`src/rtl/note_vram_writer.sv`:
```
// Avalon-MM write master that fills the note VRAM from queued note events, plus a full-screen clear.
// Optional cursor positioning is compiled in with `define NOTE_WRITER_CURSOR_EN.
module note_vram_writer #(
   parameter int FIFO_DEPTH = 4,
   parameter int COLS       = 80,
   parameter int ROWS       = 60,
   parameter int WORDS      = 2400
) (
   input  logic        Clk,
   input  logic        Reset,
   input  logic        evt_valid,
   output logic        evt_ready,
   input  logic [6:0]  evt_col,
   input  logic [5:0]  evt_row,
   input  logic [15:0] evt_symbol,
   input  logic        evt_use_cursor,
   input  logic        clear_req,
   output logic        busy,
   output logic        err_oob,
   output logic [11:0] avm_address,
   output logic        avm_write,
   output logic [3:0]  avm_byteenable,
   output logic [31:0] avm_writedata,
   input  logic        avm_waitrequest
);

   localparam int AW = $clog2(FIFO_DEPTH);
   localparam logic [AW:0]  FULL_CNT  = FIFO_DEPTH[AW:0];
   localparam logic [11:0]  LAST_ADDR = 12'(WORDS - 1);

   localparam logic [1:0] S_IDLE  = 2'd0;
   localparam logic [1:0] S_CALC  = 2'd1;
   localparam logic [1:0] S_WRITE = 2'd2;
   localparam logic [1:0] S_CLEAR = 2'd3;

`ifdef NOTE_WRITER_CURSOR_EN
   localparam int ENTRY_W = 30;
   localparam logic [6:0] LAST_COL = 7'(COLS - 1);
   localparam logic [5:0] LAST_ROW = 6'(ROWS - 1);
   logic [ENTRY_W-1:0] entry_in;
   assign entry_in = {evt_use_cursor, evt_symbol, evt_row, evt_col};
`else
   localparam int ENTRY_W = 29;
   logic [ENTRY_W-1:0] entry_in;
   logic               unused_use_cursor;
   assign entry_in          = {evt_symbol, evt_row, evt_col};
   assign unused_use_cursor = evt_use_cursor;
`endif

   logic [1:0]         state;
   logic               clear_pending;
   logic [ENTRY_W-1:0] fifo_mem [FIFO_DEPTH];
   logic [AW-1:0]      wr_ptr;
   logic [AW-1:0]      rd_ptr;
   logic [AW:0]        count;
   logic               fifo_full;
   logic               fifo_empty;
   logic               push;
   logic               pop;
   logic [ENTRY_W-1:0] head;

   logic [6:0]         ev_col;
   logic [5:0]         ev_row;
   logic [15:0]        ev_sym;
   logic [6:0]         eff_col;
   logic [5:0]         eff_row;
   logic [12:0]        idx;
   logic               oob;

`ifdef NOTE_WRITER_CURSOR_EN
   logic               ev_cur;
   logic [6:0]         cur_col;
   logic [5:0]         cur_row;
`endif

   assign fifo_full  = (count == FULL_CNT);
   assign fifo_empty = (count == '0);
   assign evt_ready  = ~fifo_full;
   assign push       = evt_valid & ~fifo_full;
   assign pop        = (state == S_IDLE) & ~clear_pending & ~fifo_empty;
   assign head       = fifo_mem[rd_ptr];
   assign busy       = (state != S_IDLE) | ~fifo_empty | clear_pending;

   always_ff @(posedge Clk) begin
      if (push)
         fifo_mem[wr_ptr] <= entry_in;
   end

   always_ff @(posedge Clk or posedge Reset) begin
      if (Reset) begin
         wr_ptr <= '0;
         rd_ptr <= '0;
         count  <= '0;
      end else begin
         if (push)
            wr_ptr <= wr_ptr + 1'b1;
         if (pop)
            rd_ptr <= rd_ptr + 1'b1;
         case ({push, pop})
            2'b10:   count <= count + 1'b1;
            2'b01:   count <= count - 1'b1;
            default: count <= count;
         endcase
      end
   end

   // The cursor only moves on write acceptance, so the effective position stays valid through WRITE.
   always_comb begin
      eff_col = ev_col;
      eff_row = ev_row;
`ifdef NOTE_WRITER_CURSOR_EN
      if (ev_cur) begin
         eff_col = cur_col;
         eff_row = cur_row;
      end
`endif
      idx = 13'(32'(eff_row) * 32'(COLS) + 32'(eff_col));
      oob = (32'(eff_col) >= 32'(COLS)) || (32'(eff_row) >= 32'(ROWS));
   end

   always_ff @(posedge Clk or posedge Reset) begin
      if (Reset) begin
         state          <= S_IDLE;
         clear_pending  <= 1'b0;
         err_oob        <= 1'b0;
         avm_write      <= 1'b0;
         avm_address    <= '0;
         avm_byteenable <= '0;
         avm_writedata  <= '0;
         ev_col         <= '0;
         ev_row         <= '0;
         ev_sym         <= '0;
`ifdef NOTE_WRITER_CURSOR_EN
         ev_cur         <= 1'b0;
         cur_col        <= '0;
         cur_row        <= '0;
`endif
      end else begin
         err_oob <= 1'b0;

         if (clear_req && (state != S_CLEAR))
            clear_pending <= 1'b1;
         else if ((state == S_IDLE) && clear_pending)
            clear_pending <= 1'b0;

         case (state)
            S_IDLE: begin
               if (clear_pending) begin
                  state          <= S_CLEAR;
                  avm_write      <= 1'b1;
                  avm_address    <= '0;
                  avm_byteenable <= 4'b1111;
                  avm_writedata  <= '0;
               end else if (!fifo_empty) begin
                  state  <= S_CALC;
                  ev_col <= head[6:0];
                  ev_row <= head[12:7];
                  ev_sym <= head[28:13];
`ifdef NOTE_WRITER_CURSOR_EN
                  ev_cur <= head[29];
`endif
               end
            end

            S_CALC: begin
               if (oob) begin
                  err_oob <= 1'b1;
                  state   <= S_IDLE;
               end else begin
                  avm_address <= idx[12:1];
                  if (idx[0]) begin
                     avm_byteenable <= 4'b1100;
                     avm_writedata  <= {ev_sym, 16'h0000};
                  end else begin
                     avm_byteenable <= 4'b0011;
                     avm_writedata  <= {16'h0000, ev_sym};
                  end
                  avm_write <= 1'b1;
                  state     <= S_WRITE;
               end
            end

            S_WRITE: begin
               if (!avm_waitrequest) begin
                  avm_write <= 1'b0;
                  state     <= S_IDLE;
`ifdef NOTE_WRITER_CURSOR_EN
                  if (eff_col == LAST_COL) begin
                     cur_col <= '0;
                     cur_row <= (eff_row == LAST_ROW) ? '0 : eff_row + 1'b1;
                  end else begin
                     cur_col <= eff_col + 1'b1;
                     cur_row <= eff_row;
                  end
`endif
               end
            end

            S_CLEAR: begin
               if (!avm_waitrequest) begin
                  if (avm_address == LAST_ADDR) begin
                     avm_write <= 1'b0;
                     state     <= S_IDLE;
`ifdef NOTE_WRITER_CURSOR_EN
                     cur_col   <= '0;
                     cur_row   <= '0;
`endif
                  end else begin
                     avm_address <= avm_address + 1'b1;
                  end
               end
            end

            default: state <= S_IDLE;
         endcase
      end
   end

endmodule

```
`config.mk`:
```
export PLATFORM = sky130hd
export DESIGN_NAME = note_vram_writer
export DESIGN_NICKNAME = d
export VERILOG_FILES = /design/src/rtl/note_vram_writer.sv
export SDC_FILE = /design/constraint.sdc
export NUM_CORES = 1
export LEC_CHECK = 0
export BUFFER_PORTS_ARGS = -buffer_cell sky130_fd_sc_hd__buf_2
export CORE_ASPECT_RATIO = 0.5
export CORE_MARGIN = 10
export CORE_UTILIZATION = 55
export CTS_BUF_LIST = sky130_fd_sc_hd__clkbuf_4 sky130_fd_sc_hd__clkbuf_8
export DETAILED_ROUTE_END_ITERATION = 7
export PLACE_DENSITY = 0.78
export SLEW_MARGIN = 40
export SYNTH_ARGS = -nofsm -noshare
export SYNTH_HDL_FRONTEND = slang
export SYNTH_SLANG_ARGS = --single-unit
```
`constraint.sdc`:
```
create_clock -name Clk -period 2.59 [get_ports Clk]
set_input_delay 0.259 -clock Clk [delete_from_list [all_inputs] [get_ports Clk]]
set_output_delay 0.259 -clock Clk [all_outputs]
set_load 0.02 [all_outputs]
```
; Yosys cells after proc, flatten, opt, wreduce, memory -nomap -nowiden
; Memory sizes are Yosys's and may differ from the RTL's. A register that Yosys moved wholly into a read port is not among the register bits.
; Cells that the tools add are included.
[word_totals]
regBits = 60
ram_bits = 116
input_bits = 35
output_inout_bits = 52
mem_count = 1
[op_classes]
n_addsub = 6
n_mul = 1
magnitude_cmp = 2
eq_ne = 15
mux = 33
bitwise_logic = 8
n_reduce_logical = 15
[mem_list]
columns = memory, words, word_bits, rd, rd_clocked_by_memory_dff, write_ports, line
row1 = fifo_mem, 4, 29, 1, 1, 1, 52  ; logic [ENTRY_W-1:0] fifo_mem [FIFO_DEPTH];
[ops]
columns = op, n
row1 = two-way mux 32 bit, 3
row2 = one-hot mux 32 bit (2 select lines), 1
row3 = two-way mux 12 bit, 4
row4 = one-hot mux 12 bit (3 select lines), 1
row5 = != test 2 bit (second input constant), 7
row6 = adder 13 x 7 -> 13 bit, 1
row7 = adder 12 x 1 -> 12 bit (second input constant), 1
row8 = equality test 12 bit (second input constant), 1
row9 = two-way mux 2 bit, 6
row10 = two-way mux 4 bit, 3
row11 = two-way mux 1 bit, 11
row12 = AND reduction 5 bit, 2
row13 = multiplier 6 x 3 -> 9 bit (second input constant), 1
row14 = one-hot mux 2 bit (4 select lines), 1
row15 = one-hot mux 4 bit (2 select lines), 1
row16 = nonzero test 2 bit, 4
row17 = greater-or-equal comparator 7 bit (second input constant), 1
row18 = equality test 2 bit (second input constant), 3
row19 = greater-or-equal comparator 6 bit (second input constant), 1
row20 = one-hot mux 3 bit (2 select lines), 1
row21 = AND reduction 3 bit, 2
row22 = adder 2 x 1 -> 2 bit (second input constant), 2
row23 = equality test 2 x 1 -> 1 bit (second input constant), 2
row24 = one-hot mux 1 bit (4 select lines), 1
row25 = other kinds (13), 19

; Logic depth before layout (Yosys ltp)
[depth]
depth_word = 5
ltp_mapped = 10

; Worst setup path after synthesis
; OpenSTA, ideal clock, no wires.
[synth_path]
path_kind = register to register
start = register ev_row[1], in the netlist eff_row[1]
end = register avm_address[11]
setup_time_ns = 0.064
arrival_ns = 2.163
t_required_ns = 2.526
setup_slack_ns = 0.363
stages_incl_launch_ff = 10
path_buffers = 0
synth_period_minus_slack_ns = 2.227
path_cell_list = dfrtp_1 ha_1 ha_1 inv_1 fa_1 xnor2_1 nor3b_1 nand4_1 nand3_1 a21o_1
[synth_between]
elab_chain_len = 4
[synth_lines]
columns = element, line
row1 = from (decl), 63  ; logic [5:0] ev_row;
row2 = from (signal assigned), 157  ; ev_row <= head[12:7];
row3 = multiplier 6 x 3 -> 9 bit / greater-or-equal comparator 6 bit (equally long branches), "117, 118"
row4 = adder 13 x 7 -> 13 bit / logical OR 1 bit (equally long branches), "117, 118"
row5 = two-way mux 12 bit / != test 2 bit (equally long branches), -
row6 = one-hot mux 12 bit (3 select lines) / AND reduction 5 bit (equally long branches), -
row7 = to (signal assigned), 170  ; avm_address <= idx[12:1];
row8 = to (signal assigned), 209  ; avm_address <= avm_address + 1'b1;
row9 = to (decl), 20  ; output logic [11:0] avm_address,
; Parallel ways exist; a longest one is shown, timed or not. The select of a mux whose other input is x is not followed.
; A chain may end at the register's enable or synchronous reset.

; Worst setup path in the final report
; Same ends and word-level chain as after synthesis.

==> flow_summary.yaml <==
status:
  status: "complete, no violations"
floorplanning:
  start_util_pct: 56.71
  fp.coreArea_sq_mm: 0.01462
  die_x_microns: 193.7
  dieHeight_microns: 106.8
  boundary_pins: 87
  floorplan.die_area_sq_mm: 0.02069
  count_of_standard_cell_rows: 31
final_layout:
  drive_gt1_share_pct: 32.48
  n_fill_cell: 987
  final_nets: 698
  area.growth.synth_to_final_pct: 19.70
  antenna_cells_inserted: 0
routing:
  detail_route.first_pass.iterations: 4
  drt_first_iter_violations: 366
  wl_per_cell_microns: 19.08
  detail_route.drc_violations: 0
  routed_via_density: 5.625
  postRouteWirelength_mm: 16.46
  via_count: 4854
  final_ant_viol_nets: 0
cts:
  clock_latency_ps: 550
  post-cts-setup-buffers: 0
  cts_sinks: 203
  clock_tree.root_cell: "sky130_fd_sc_hd__clkbuf_8"
  htree_num_levels: 1
  number_of_buffers_added_by_the_clock_tree_synthesis_step: 28
  clk_transition_reported_paths_ps: 70
  clock_tree.buffer_depth: 3
  clock_tree_from_tritoncts: "yes"
power_and_ir_drop:
  p_leak_nw: 4.073
  total_power_mw: 11.93
  power.ir.vdd_worst_mv: 0.5106
  total_power_divided_by_cell_area_mw_per_mm2: 1202
sta:
  maxSlewHeadroom_pct: 62.03
  finalSetupViolations: 0
  grt_setup_unrepaired: "false"
  clock_skew_ps: 16.00
  hold_violations: 0
  setup_total_negative_slack_ps: 0
  worstMarginPinSlew_ps: 565.2
  period_minus_slack_ps: 2379
  max_freq_mhz: 420.4
  final.period_utilization_pct: 91.85
  slew_violations: 0
critical_path:
  critical_path_arrival_ps: 2870
  start_kind: "register"
  crit_path_max_fanout: 4
  critPathMaxStageDelay_ps: 430
  crit_required_ps: 3080
  critical_path.endpoint_type: "register"
  critical_path.top_delay_family: "adder cells"
  worstPathBufferInverterCount: 1
  critPathMostFrequentCell: "sky130_fd_sc_hd__ha_1"
  timing.critical_path.cells: "ha_1 -> ha_1 -> inv_1 -> fa_1 -> xnor2_1 -> nor3b_1 -> nand4_1 -> nand3_1 -> a21o_1"
  crit_path_max_delay_cell_type: "sky130_fd_sc_hd__dfrtp_1"
  setup.worst_path.class: "register to register"
global_route:
  first_global_vias: 5026
  grt_antenna_before_repair: 0
  pin_count_of_the_biggest_net_entering_global_routing: 88
  grt_first_pass_wirelength_mm: 26.98
  overflow: 0
  groute.usage.overall_pct: 15.88
logic_synthesis:
  ys_dominant_reg_cell: "sky130_fd_sc_hd__edfxtp_1"
  yosys_warnings: 0
  synth_async_sr_flop_share_pct: 42.86
  postSynthAreaPerCell_sq_um: 16.52
  synth-edff-count: 116
  synth_sequential_area_ratio_pct: 68.26
  synth_cell_types: 50
  ys_seq_elements: 203
  syn-num-nets: 557
  netlist_instances: 502
  mappedNetlistArea_sq_mm: 0.008293
placement:
  gpl.final_weighted_congestion: 0.8284
  detailed_place_hpwl_mm: 10.35
  placement.io_buffers: 85
hold_path:
  timing.hold.worst.class: "primary input to register"
job:
  maxcap_viol_count: 0
## per-layer routing
metal	GRT usage [%]	routed length, microns
met5	0	0
met4	3.850	267
met3	3.856	960
met2	27.22	8215
met1	20.14	7021
## sequential cells by signal, summed over array words and instances, names as in the netlist, 3 cells and up
name and flops:
eff_row 6, fifo_mem 116, avm_address 12, eff_col 7
avm_writedata 32, count 3, ev_sym 16
## placed cells by master (no fill, tap or decap), drive strengths merged, types with 2 or more instances in the layout
cell type    count
nand2b           3
nand3b           2
dlygate4sd3     31
fa               3
and3             5
xnor2            8
nand4            2
mux4            29
nor3b            2
mux2            31
ha              17
o32a             2
o31ai            2
clkinv          12
a22o            32
a21oi           16
nand2           24
clkbuf          38
edfxtp         116
o21ai           18
nor4             4
nor3             7
nor2            17
xor2             7
nand3           10
and4             2
bufinv           2
inv             13
nor2b            2
a21o             4
dfrtp           87
buf            104
## worst reg2reg max path, delay by kind of cell (launching register included)
kind	cells	cell delay [ps]
AOI/OAI and AO/OA	1	110
xor gates and xnor gates	1	200
adders and majority gates	3	850
buffers and inverters	1	60
DFF	1	430
and+or+nand+nor	3	670
## cell type report
type	instances	area, sq um	area share (%)
multi-input cells	262	2465	24.83
repair buffers	135	903.4	9.100
clock buffers	38	485.5	4.890
clock inverters	14	113.9	1.147
inverters	13	50.05	0.5042
flip-flops and latches	203	5662	57.03
well taps	198	247.7	2.496
## power breakdown
part           leakage (nW)  switching, mW  internal, mW
clock network         0.315           1.17          1.42
registers              2.17          0.645          4.40
logic                  1.59           2.32          1.98
## worst paths after layout
kind | start | end | slack (ps) | cells past startpoint
min reg2reg | avm_write$_DFFE_PP0P_ | avm_write$_DFFE_PP0P_ | 480 | 2
min in group asynchronous | Reset | err_oob$_DFF_PP0_ | 340 | 4
max reg2reg | eff_row[1]$_DFFE_PP0P_ | avm_address[11]$_DFFE_PP0P_ | 210 | 9
max in group asynchronous | Reset | rd_ptr[0]$_DFFE_PP0P_ | 1840 | 4
min | avm_waitrequest | state[0]$_DFFE_PP0P_ | 70 | 3
max | eff_row[1]$_DFFE_PP0P_ | avm_address[11]$_DFFE_PP0P_ | 210 | 9
## stage by stage
step	hold WS, ps	util (%)	setup slack (ps)	instances	area, sq um
floorplan	357.9	-	80.80	502	8293
global placement	389.5	61.67	292.8	780	9017
detailed placement	395.5	61.67	222.3	780	9017
CTS	40.73	67.89	196.1	863	9927
global route	67.73	67.89	30.51	863	9927
finish	74.79	67.89	211.1	863	9927
## synthesized netlist by cell type, types with 3 or more instances
cell                         n  share of area (%)
sky130_fd_sc_hd__nand2_1    23                1.0
sky130_fd_sc_hd__inv_1      13               0.59
sky130_fd_sc_hd__a21o_1      4               0.36
sky130_fd_sc_hd__o21ai_0    15               0.91
sky130_fd_sc_hd__xnor2_1     8               0.84
sky130_fd_sc_hd__and3_1      5               0.38
sky130_fd_sc_hd__a22o_1     32                3.4
sky130_fd_sc_hd__buf_4       3               0.27
sky130_fd_sc_hd__mux2_2     31                4.2
sky130_fd_sc_hd__nand3_1    10               0.60
sky130_fd_sc_hd__edfxtp_1  116                 42
sky130_fd_sc_hd__ha_1       17                2.6
sky130_fd_sc_hd__nand2b_1    3               0.23
sky130_fd_sc_hd__nor3_1      7               0.42
sky130_fd_sc_hd__fa_1        3               0.72
sky130_fd_sc_hd__xor2_1      7               0.74
sky130_fd_sc_hd__mux4_2     29                7.9
sky130_fd_sc_hd__a21oi_1    16               0.97
sky130_fd_sc_hd__o21ai_1     3               0.18
sky130_fd_sc_hd__nor2_1     16               0.72
sky130_fd_sc_hd__clkbuf_1    5               0.23
sky130_fd_sc_hd__buf_2      15               0.91
sky130_fd_sc_hd__dfrtp_1    87                 26
## logic make-up after synthesis
family,share of synthesized area (%)
flops,68.26
buf+inv,2.127
mux,12.21
simple gates,5.432
xor+xnor,1.584
compound gates,7.106
fa+ha+maj,3.289
## timing repair
item	4_1_cts	5_1_grt
hold buffers	31	0
hold endpoints to repair	204	0
gates resized for setup	0	0
Note: power is estimated with default switching activity, not from simulation.
